[config.mk]
export PLATFORM = sky130hd
export DESIGN_NAME = reg_file_dump_flat
export DESIGN_NICKNAME = d
export VERILOG_FILES = /design/src/rtl/reg_file_dump_if.sv /design/src/rtl/reg_file_dump.sv /design/src/flat_wrapper.sv
export SDC_FILE = /design/constraint.sdc
export NUM_CORES = 1
export LEC_CHECK = 0
export ABC_AREA = 1
export BUFFER_PORTS_ARGS = -buffer_cell sky130_fd_sc_hd__buf_2
export CORE_ASPECT_RATIO = 0.8
export CORE_MARGIN = 10
export CORE_UTILIZATION = 35
export CTS_CLUSTER_SIZE = 25
export DETAILED_ROUTE_END_ITERATION = 16
export GPL_TIMING_DRIVEN = 0
export SLEW_MARGIN = 30
export SYNTH_ARGS = -nofsm -noshare
export SYNTH_HDL_FRONTEND = slang
export SYNTH_SLANG_ARGS = --single-unit
[constraint.sdc]
create_clock -name clk -period 4.2 [get_ports clk]
set_input_delay 0.21 -clock clk [delete_from_list [all_inputs] [get_ports clk]]
set_output_delay 0.21 -clock clk [all_outputs]
set_load 0.02 [all_outputs]
[src/rtl/reg_file_dump_if.sv]
// Output word stream of the register-file dump reader: one word plus its register index.
// Out_Valid rises with a captured word and holds it steady until Out_Valid & Out_Ready.
interface reg_file_dump_if #(
  parameter int DATA_W = 32,
  parameter int ADDR_W = 5
);
  logic              Out_Valid;
  logic              Out_Ready;
  logic [DATA_W-1:0] Out_Data;
  logic [ADDR_W-1:0] Out_Idx;

  modport master (output Out_Valid, output Out_Data, output Out_Idx, input Out_Ready);
  modport slave  (input Out_Valid, input Out_Data, input Out_Idx, output Out_Ready);
endinterface

[src/rtl/reg_file_dump.sv]
// Walks the register file debug port over START_IDX..END_IDX and streams each word
// out with its index. Reg_Sel is the only combinational output.
module reg_file_dump #(
  parameter int DATA_W    = 32,
  parameter int ADDR_W    = 5,
  parameter int START_IDX = 0,
  parameter int END_IDX   = 31
) (
  input  logic              clk,
  input  logic              rst,
  input  logic              Start,
  input  logic              Abort,
  output logic [ADDR_W-1:0] Reg_Sel,
  input  logic [DATA_W-1:0] Reg_Data,
  reg_file_dump_if.master   out_if,
  output logic              Busy,
  output logic              Done,
  output logic [1:0]        dbg_state_o
);

  if (START_IDX < 0 || START_IDX > END_IDX || END_IDX >= (1 << ADDR_W)) begin : g_bad_range
    $error("reg_file_dump: need 0 <= START_IDX <= END_IDX < 2**ADDR_W");
  end

  localparam logic [ADDR_W-1:0] FIRST_IDX = ADDR_W'(START_IDX);
  localparam logic [ADDR_W-1:0] LAST_IDX  = ADDR_W'(END_IDX);

  typedef enum logic [1:0] {
    S_IDLE = 2'd0,
    S_SEL  = 2'd1,
    S_SEND = 2'd2,
    S_DONE = 2'd3
  } state_e;

  state_e            state_q;
  logic [ADDR_W-1:0] idx_q;
  logic              out_valid_q;
  logic [DATA_W-1:0] out_data_q;
  logic [ADDR_W-1:0] out_idx_q;
  logic              busy_q;
  logic              done_q;
  logic              handshake;

  assign handshake = out_valid_q & out_if.Out_Ready;

  always_ff @(posedge clk) begin
    if (rst) begin
      state_q     <= S_IDLE;
      idx_q       <= FIRST_IDX;
      out_valid_q <= 1'b0;
      out_data_q  <= '0;
      out_idx_q   <= '0;
      busy_q      <= 1'b0;
      done_q      <= 1'b0;
    end else begin
      case (state_q)
        S_IDLE: begin
          done_q <= 1'b0;
          if (Start) begin
            state_q <= S_SEL;
            idx_q   <= FIRST_IDX;
            busy_q  <= 1'b1;
          end
        end
        S_SEL: begin
          if (Abort) begin
            state_q     <= S_IDLE;
            idx_q       <= FIRST_IDX;
            out_valid_q <= 1'b0;
            busy_q      <= 1'b0;
          end else begin
            out_data_q  <= Reg_Data;
            out_idx_q   <= idx_q;
            out_valid_q <= 1'b1;
            state_q     <= S_SEND;
          end
        end
        S_SEND: begin
          // Abort takes precedence: a word accepted in the abort cycle is dropped.
          if (Abort) begin
            state_q     <= S_IDLE;
            idx_q       <= FIRST_IDX;
            out_valid_q <= 1'b0;
            busy_q      <= 1'b0;
          end else if (handshake) begin
            out_valid_q <= 1'b0;
            if (idx_q == LAST_IDX) begin
              state_q <= S_DONE;
              busy_q  <= 1'b0;
              done_q  <= 1'b1;
            end else begin
              idx_q   <= idx_q + 1'b1;
              state_q <= S_SEL;
            end
          end
        end
        S_DONE: begin
          done_q  <= 1'b0;
          idx_q   <= FIRST_IDX;
          state_q <= S_IDLE;
        end
        default: begin
          state_q     <= S_IDLE;
          idx_q       <= FIRST_IDX;
          out_valid_q <= 1'b0;
          busy_q      <= 1'b0;
          done_q      <= 1'b0;
        end
      endcase
    end
  end

  always_comb begin
    Reg_Sel = '0;
    if (state_q == S_SEL || state_q == S_SEND) Reg_Sel = idx_q;
  end

  assign out_if.Out_Valid = out_valid_q;
  assign out_if.Out_Data  = out_data_q;
  assign out_if.Out_Idx   = out_idx_q;
  assign Busy             = busy_q;
  assign Done             = done_q;
  assign dbg_state_o      = state_q;

endmodule

[src/flat_wrapper.sv]
// flat-port wrapper written by rule: the top's interface ports become plain ports
module reg_file_dump_flat 
#(
  parameter int DATA_W    = 32,
  parameter int ADDR_W    = 5,
  parameter int START_IDX = 0,
  parameter int END_IDX   = 31
)
  (clk, rst, Start, Abort, Reg_Sel, Reg_Data, Busy, Done, dbg_state_o, out_if_Out_Valid, out_if_Out_Data, out_if_Out_Idx, out_if_Out_Ready);
  reg_file_dump_if #(.DATA_W(DATA_W), .ADDR_W(ADDR_W)) out_if_i ();
  input  logic clk;
  input  logic rst;
  input  logic Start;
  input  logic Abort;
  output logic [ADDR_W-1:0] Reg_Sel;
  input  logic [DATA_W-1:0] Reg_Data;
  output logic Busy;
  output logic Done;
  output logic [1:0] dbg_state_o;
  output wire logic [$bits(out_if_i.Out_Valid)-1:0] out_if_Out_Valid;
  output wire logic [$bits(out_if_i.Out_Data)-1:0] out_if_Out_Data;
  output wire logic [$bits(out_if_i.Out_Idx)-1:0] out_if_Out_Idx;
  input wire logic [$bits(out_if_i.Out_Ready)-1:0] out_if_Out_Ready;
  assign out_if_Out_Valid = out_if_i.Out_Valid;
  assign out_if_Out_Data = out_if_i.Out_Data;
  assign out_if_Out_Idx = out_if_i.Out_Idx;
  assign out_if_i.Out_Ready = out_if_Out_Ready;
  reg_file_dump #(.DATA_W(DATA_W), .ADDR_W(ADDR_W), .START_IDX(START_IDX), .END_IDX(END_IDX)) u_core (.clk(clk), .rst(rst), .Start(Start), .Abort(Abort), .Reg_Sel(Reg_Sel), .Reg_Data(Reg_Data), .out_if(out_if_i), .Busy(Busy), .Done(Done), .dbg_state_o(dbg_state_o));
endmodule
Word level (Yosys, flattened, before mapping)
Cells that the tools add are included.
Operators by class
  $add $sub $neg: 1
  reductions and logical operators: 12
  equality and inequality tests: 12
  shift operators: 0
  $mul: 0
  bitwise logic cells: 2
  muxes and demuxes: 27
  div/mod/pow operators: 0
  order comparisons: 0
Operators with widths (number)
  5-bit two-way mux: 6
  5-bit case mux with 4 select lines: 1
  1-bit two-way mux: 11
  2-bit two-way mux: 5
  2-bit case mux with 4 select lines: 1
  4-bit AND reduction: 2
  2-bit inequality test, second input constant: 3
  3-bit by 2-bit inequality test with 1-bit output, second input constant: 2
  2-bit AND reduction: 3
  5-bit by 1-bit adder with 5-bit output, second input constant: 1
  5-bit == test, second input constant: 1
  5-bit AND reduction: 1
  2-bit == test, second input constant: 2
  2-bit by 1-bit inequality test with 1-bit output, second input constant: 2
  1-bit case mux with 2 select lines: 2
  2-bit nonzero test: 2
  3-bit inequality test, second input constant: 1
  1-bit case mux with 3 select lines: 1
  3-bit nonzero test: 1
  2-bit by 1-bit == test with 1-bit output, second input constant: 1
  2-bit logical NOT: 1
  2-bit OR reduction: 1
  1-bit AND: 1
  1-bit logical OR: 1
  1-bit inverter: 1
Word-level totals
  bits of input ports: 37
  ROM bits: 0
  memories: 0
  memory bits (writable): 0
  word-level logic and storage cells: 61
  register bits: 47
  bits in latches: 0
  output and inout bits: 47

Depth between registers and ports, before layout
  depth after elaboration: 5
  depth in mapped cells: 11
  mapped depth without buffers: 11

Worst setup path before layout
OpenSTA, ideal clock, no wires.
  path type: reg2out
  start: reg u_core.state_q[0], in the netlist u_core.dbg_state_o[0]
  end: out Reg_Sel[0]
  data required time: 3.990 ns
  arrival time: 1.331 ns
  buffers on the path: 1
  slack: 2.659 ns
  cell stages (with the launch flop): 6
  cell sequence: dfxtp_1 -> inv_1 -> ha_1 -> clkbuf_1 -> nand2_1 -> inv_1
Between the ends
  word-level cells in the longest chain between the ends: 3
  elaborated cells on any way between the ends: 4
  classes of those cells: eq/ne: 2; mux: 1; reduce/logical: 1
Ends and longest elaborated chain
  from (decl): line reg_file_dump.sv:35  | state_e state_q;
  from (signal assigned): line reg_file_dump.sv:48  | state_q <= S_IDLE;
  from (signal assigned): line reg_file_dump.sv:60  | state_q <= S_SEL;
  from (signal assigned): line reg_file_dump.sv:67  | state_q <= S_IDLE;
  2-bit by 1-bit == test with 1-bit output or 2-bit == test (tied branches): line reg_file_dump.sv:115  | if (state_q == S_SEL || state_q == S_SEND) Reg_Sel = idx_q;
  1-bit logical OR (*): line reg_file_dump.sv:115
  5-bit two-way mux (*): line reg_file_dump.sv:115
  to (decl): line flat_wrapper.sv:15  | output logic [ADDR_W-1:0] Reg_Sel;
Every way passes the cells marked *; elsewhere a longest branch is shown, timed or not.

Worst setup path in the final report
  start: reg u_core.state_q[0], in the netlist u_core.dbg_state_o[0]
  end: out Reg_Sel[3]
The elaborated chain is that of the path after synthesis.

==> qor.yml <==
numCtsBuffers: 5
portBuffers: 83
gp_congestion: 0.796
critPathSlowestCell: "dfxtp_1"
outcome: "completed"
slew_violations: 0
drtIter0Drc: 71
slowest_delay_ns: 0.41
ys_seq_elements: 47
synth.avg_cell_area_sq_um: 7.48
synth_top_area_share_pct: 48.5
dp.final_hpwl_mm: 4.34
cp.required_ns: 3.99
tritoncts: "done"
dieHeight_um: 86.6
clkSlewWorstSetupHoldPaths_ns: 0.09
layout.nets: 394
worstSetupPathDepth: 6
syn-num-nets: 304
io_pins: 84
regToRegSetupSlack_ns: 2.57
maxCapViolCount: 0
r2r_end: "u_core.idx_q[3]$_SDFFE_PP0P_"
vias: 1885
ir_drop_mv: 0.173
final_cell_mix: "buf_2, nor2_1, dfxtp_1"
initial_core_util_pct: 35.9
syn_area_sq_mm: 0.00194
cp_common_cell: "inv_1"
cts_max_path_buffers: 2
antenna_found_initial: 0
rsz0062_at_grt: "no"
num_antenna_cells: 0
synthDistinctLibCells: 21
syn_inst: 259
fp-row-count: 24
grt_max_degree: 14
rr_worst_depth: 10
final_common_cell: "buf_2"
htree_levels: 2
fin_crit_sh_pct: 46.7
layout-drive-gt1-share_pct: 30.7
cts_sinks: 47
fmax_mhz: 510
crit_end: "Reg_Sel[3]"
critical_path_class: "reg -> out"
ys_warn_count: 0
cp_top_family: "buffers and inverters"
min_period_ns: 1.96
ant_nets: 0
worstPathMaxFanout: 9
root_buffer: "clkbuf_8"
cp.arrival_ns: 1.75
wl_per_cell_um: 13.2
startpoint: "u_core.dbg_state_o[0]$_SDFFE_PP0P_"
endpoint_kind: "output port"
power_per_cell_area_mw_per_mm2: 410
setup_violations: 0
die_area_sq_mm: 0.00893
finalClockSkew_ns: 0.00716
fillers: 583
drc: 0
regArea_sq_um: 941
ctsResizeCount: 0
yosysTopAreaCell: "dfxtp_1"
setup_tns_ns: 0
insertion_delay_ns: 0.29
core_sq_mm: 0.00541
power_leakage_nw: 1.28
start_kind: "flop"
hold_violations: 0
worstReg2RegStart: "u_core.idx_q[0]$_SDFFE_PP0P_"
hold_class: "in -> reg"
crit_chain: "inv_1 -> ha_1 -> clkbuf_1 -> nand2_1 -> inv_1 -> buf_2"
multiInputGateArea_sq_um: 866
grt_pass1_vias: 1828
avgViaCountPerCell: 4.55
routed_wl_mm: 5.49
grtUsageTotal_pct: 12.5
die_x_um: 103
yosysSeqAreaShare_pct: 48.5
first_pass_iters: 4
synth_area_leaders: "dfxtp_1, nor2_1, o21ai_0, ha_1, nand2_1"
critical_path_buf_inv_count: 4
cts_post_setup_buffers_inserted: 0
max_slew_margin_pct: 70.6
grt_pass1_wl_mm: 8.96
synthToLayoutAreaGrowth_pct: 30.9
tightest_slew_ns: 0.441
postLayoutCoreUtil_pct: 46.9
cts_hold_buf: 0
overflow: 0
## layer usage
metal,vias up,GRT usage [%],wire length [um]
met5,-,0,0
li1,989,-,-
met2,53,19.8,2380
met4,0,3.78,41
met3,2,4.85,478
met1,841,15.3,2580
## kinds of logic (layout without fill, tap and decap cells)
family                   after synthesis  count (layout)  share of synthesized area [%]
AO/OA/AOI/OAI                         53              53                           14.5
AND/OR/NAND/NOR                      118             118                           25.0
adder cells (fa/ha/maj)                8               8                           5.16
buffers and inverters                 33             123                           6.78
flip-flops                            47              47                           48.5
## through the flow
stage | cells | power, mW | cell area, sq um | setup WS (ns) | hold WS [ns]
2_1_floorplan | 259 | 0.654 | 1940 | 2.66 | 0.279
3_3_place_gp | 407 | 0.732 | 2430 | 2.56 | 0.446
3_5_place_dp | 407 | 0.737 | 2430 | 2.54 | 0.448
4_1_cts | 414 | 1.06 | 2540 | 2.20 | 0.129
5_1_grt | 414 | 1.11 | 2540 | 2.07 | 0.127
6_report | 414 | 1.04 | 2540 | 2.24 | 0.140
## worst min-delay path by stage
stage | startpoint | to | slack, ns | cells past startpoint
floorplan | rst | u_core.dbg_state_o[1]$_SDFFE_PP0P_ | 0.28 | 1
global placement | rst | u_core.idx_q[2]$_SDFFE_PP0P_ | 0.45 | 2
detailed placement | rst | u_core.idx_q[2]$_SDFFE_PP0P_ | 0.45 | 2
CTS | rst | u_core.dbg_state_o[1]$_SDFFE_PP0P_ | 0.13 | 2
global route | rst | u_core.dbg_state_o[1]$_SDFFE_PP0P_ | 0.13 | 2
finish | rst | u_core.out_if.Out_Valid$_SDFFE_PP0P_ | 0.14 | 2
## cells in the mapped netlist
library cell / count
dfxtp_1: 47
clkbuf_1: 7
buf_4: 1
or2_2: 1
nand3_1: 5
a21oi_1: 9
nor2_4: 1
a21oi_4: 1
nand2_2: 2
inv_2: 4
nand2_4: 2
o21ai_0: 42
ha_1: 8
buf_1: 1
inv_1: 17
nor3_1: 1
nand2_1: 25
o21ai_2: 1
nor2_1: 79
nor2_2: 2
buf_2: 3
## sequential cells by signal (all words and copies together), names as in the netlist
register and cells:
u_core.out_if.Out_Data 32, u_core.idx_q 5, u_core.Busy 1, u_core.dbg_state_o 2, u_core.Done 1, u_core.out_if.Out_Idx 5
u_core.out_if.Out_Valid 1
## final cells by class
class                   count  area share, %
clock inverters             1           1.18
flip-flops and latches     47           37.1
repair buffers             83           16.4
multi-input cells         179           34.1
inverters                  21           3.11
well taps                  65           3.21
clock buffers               6           2.86
plain buffers              12           2.07
## report_power, final
group,internal (mW),switching [mW]
combinational,0.0770,0.143
clock,0.175,0.143
sequential,0.482,0.0194
total,0.734,0.305
Power figures use the tool's default switching activity.
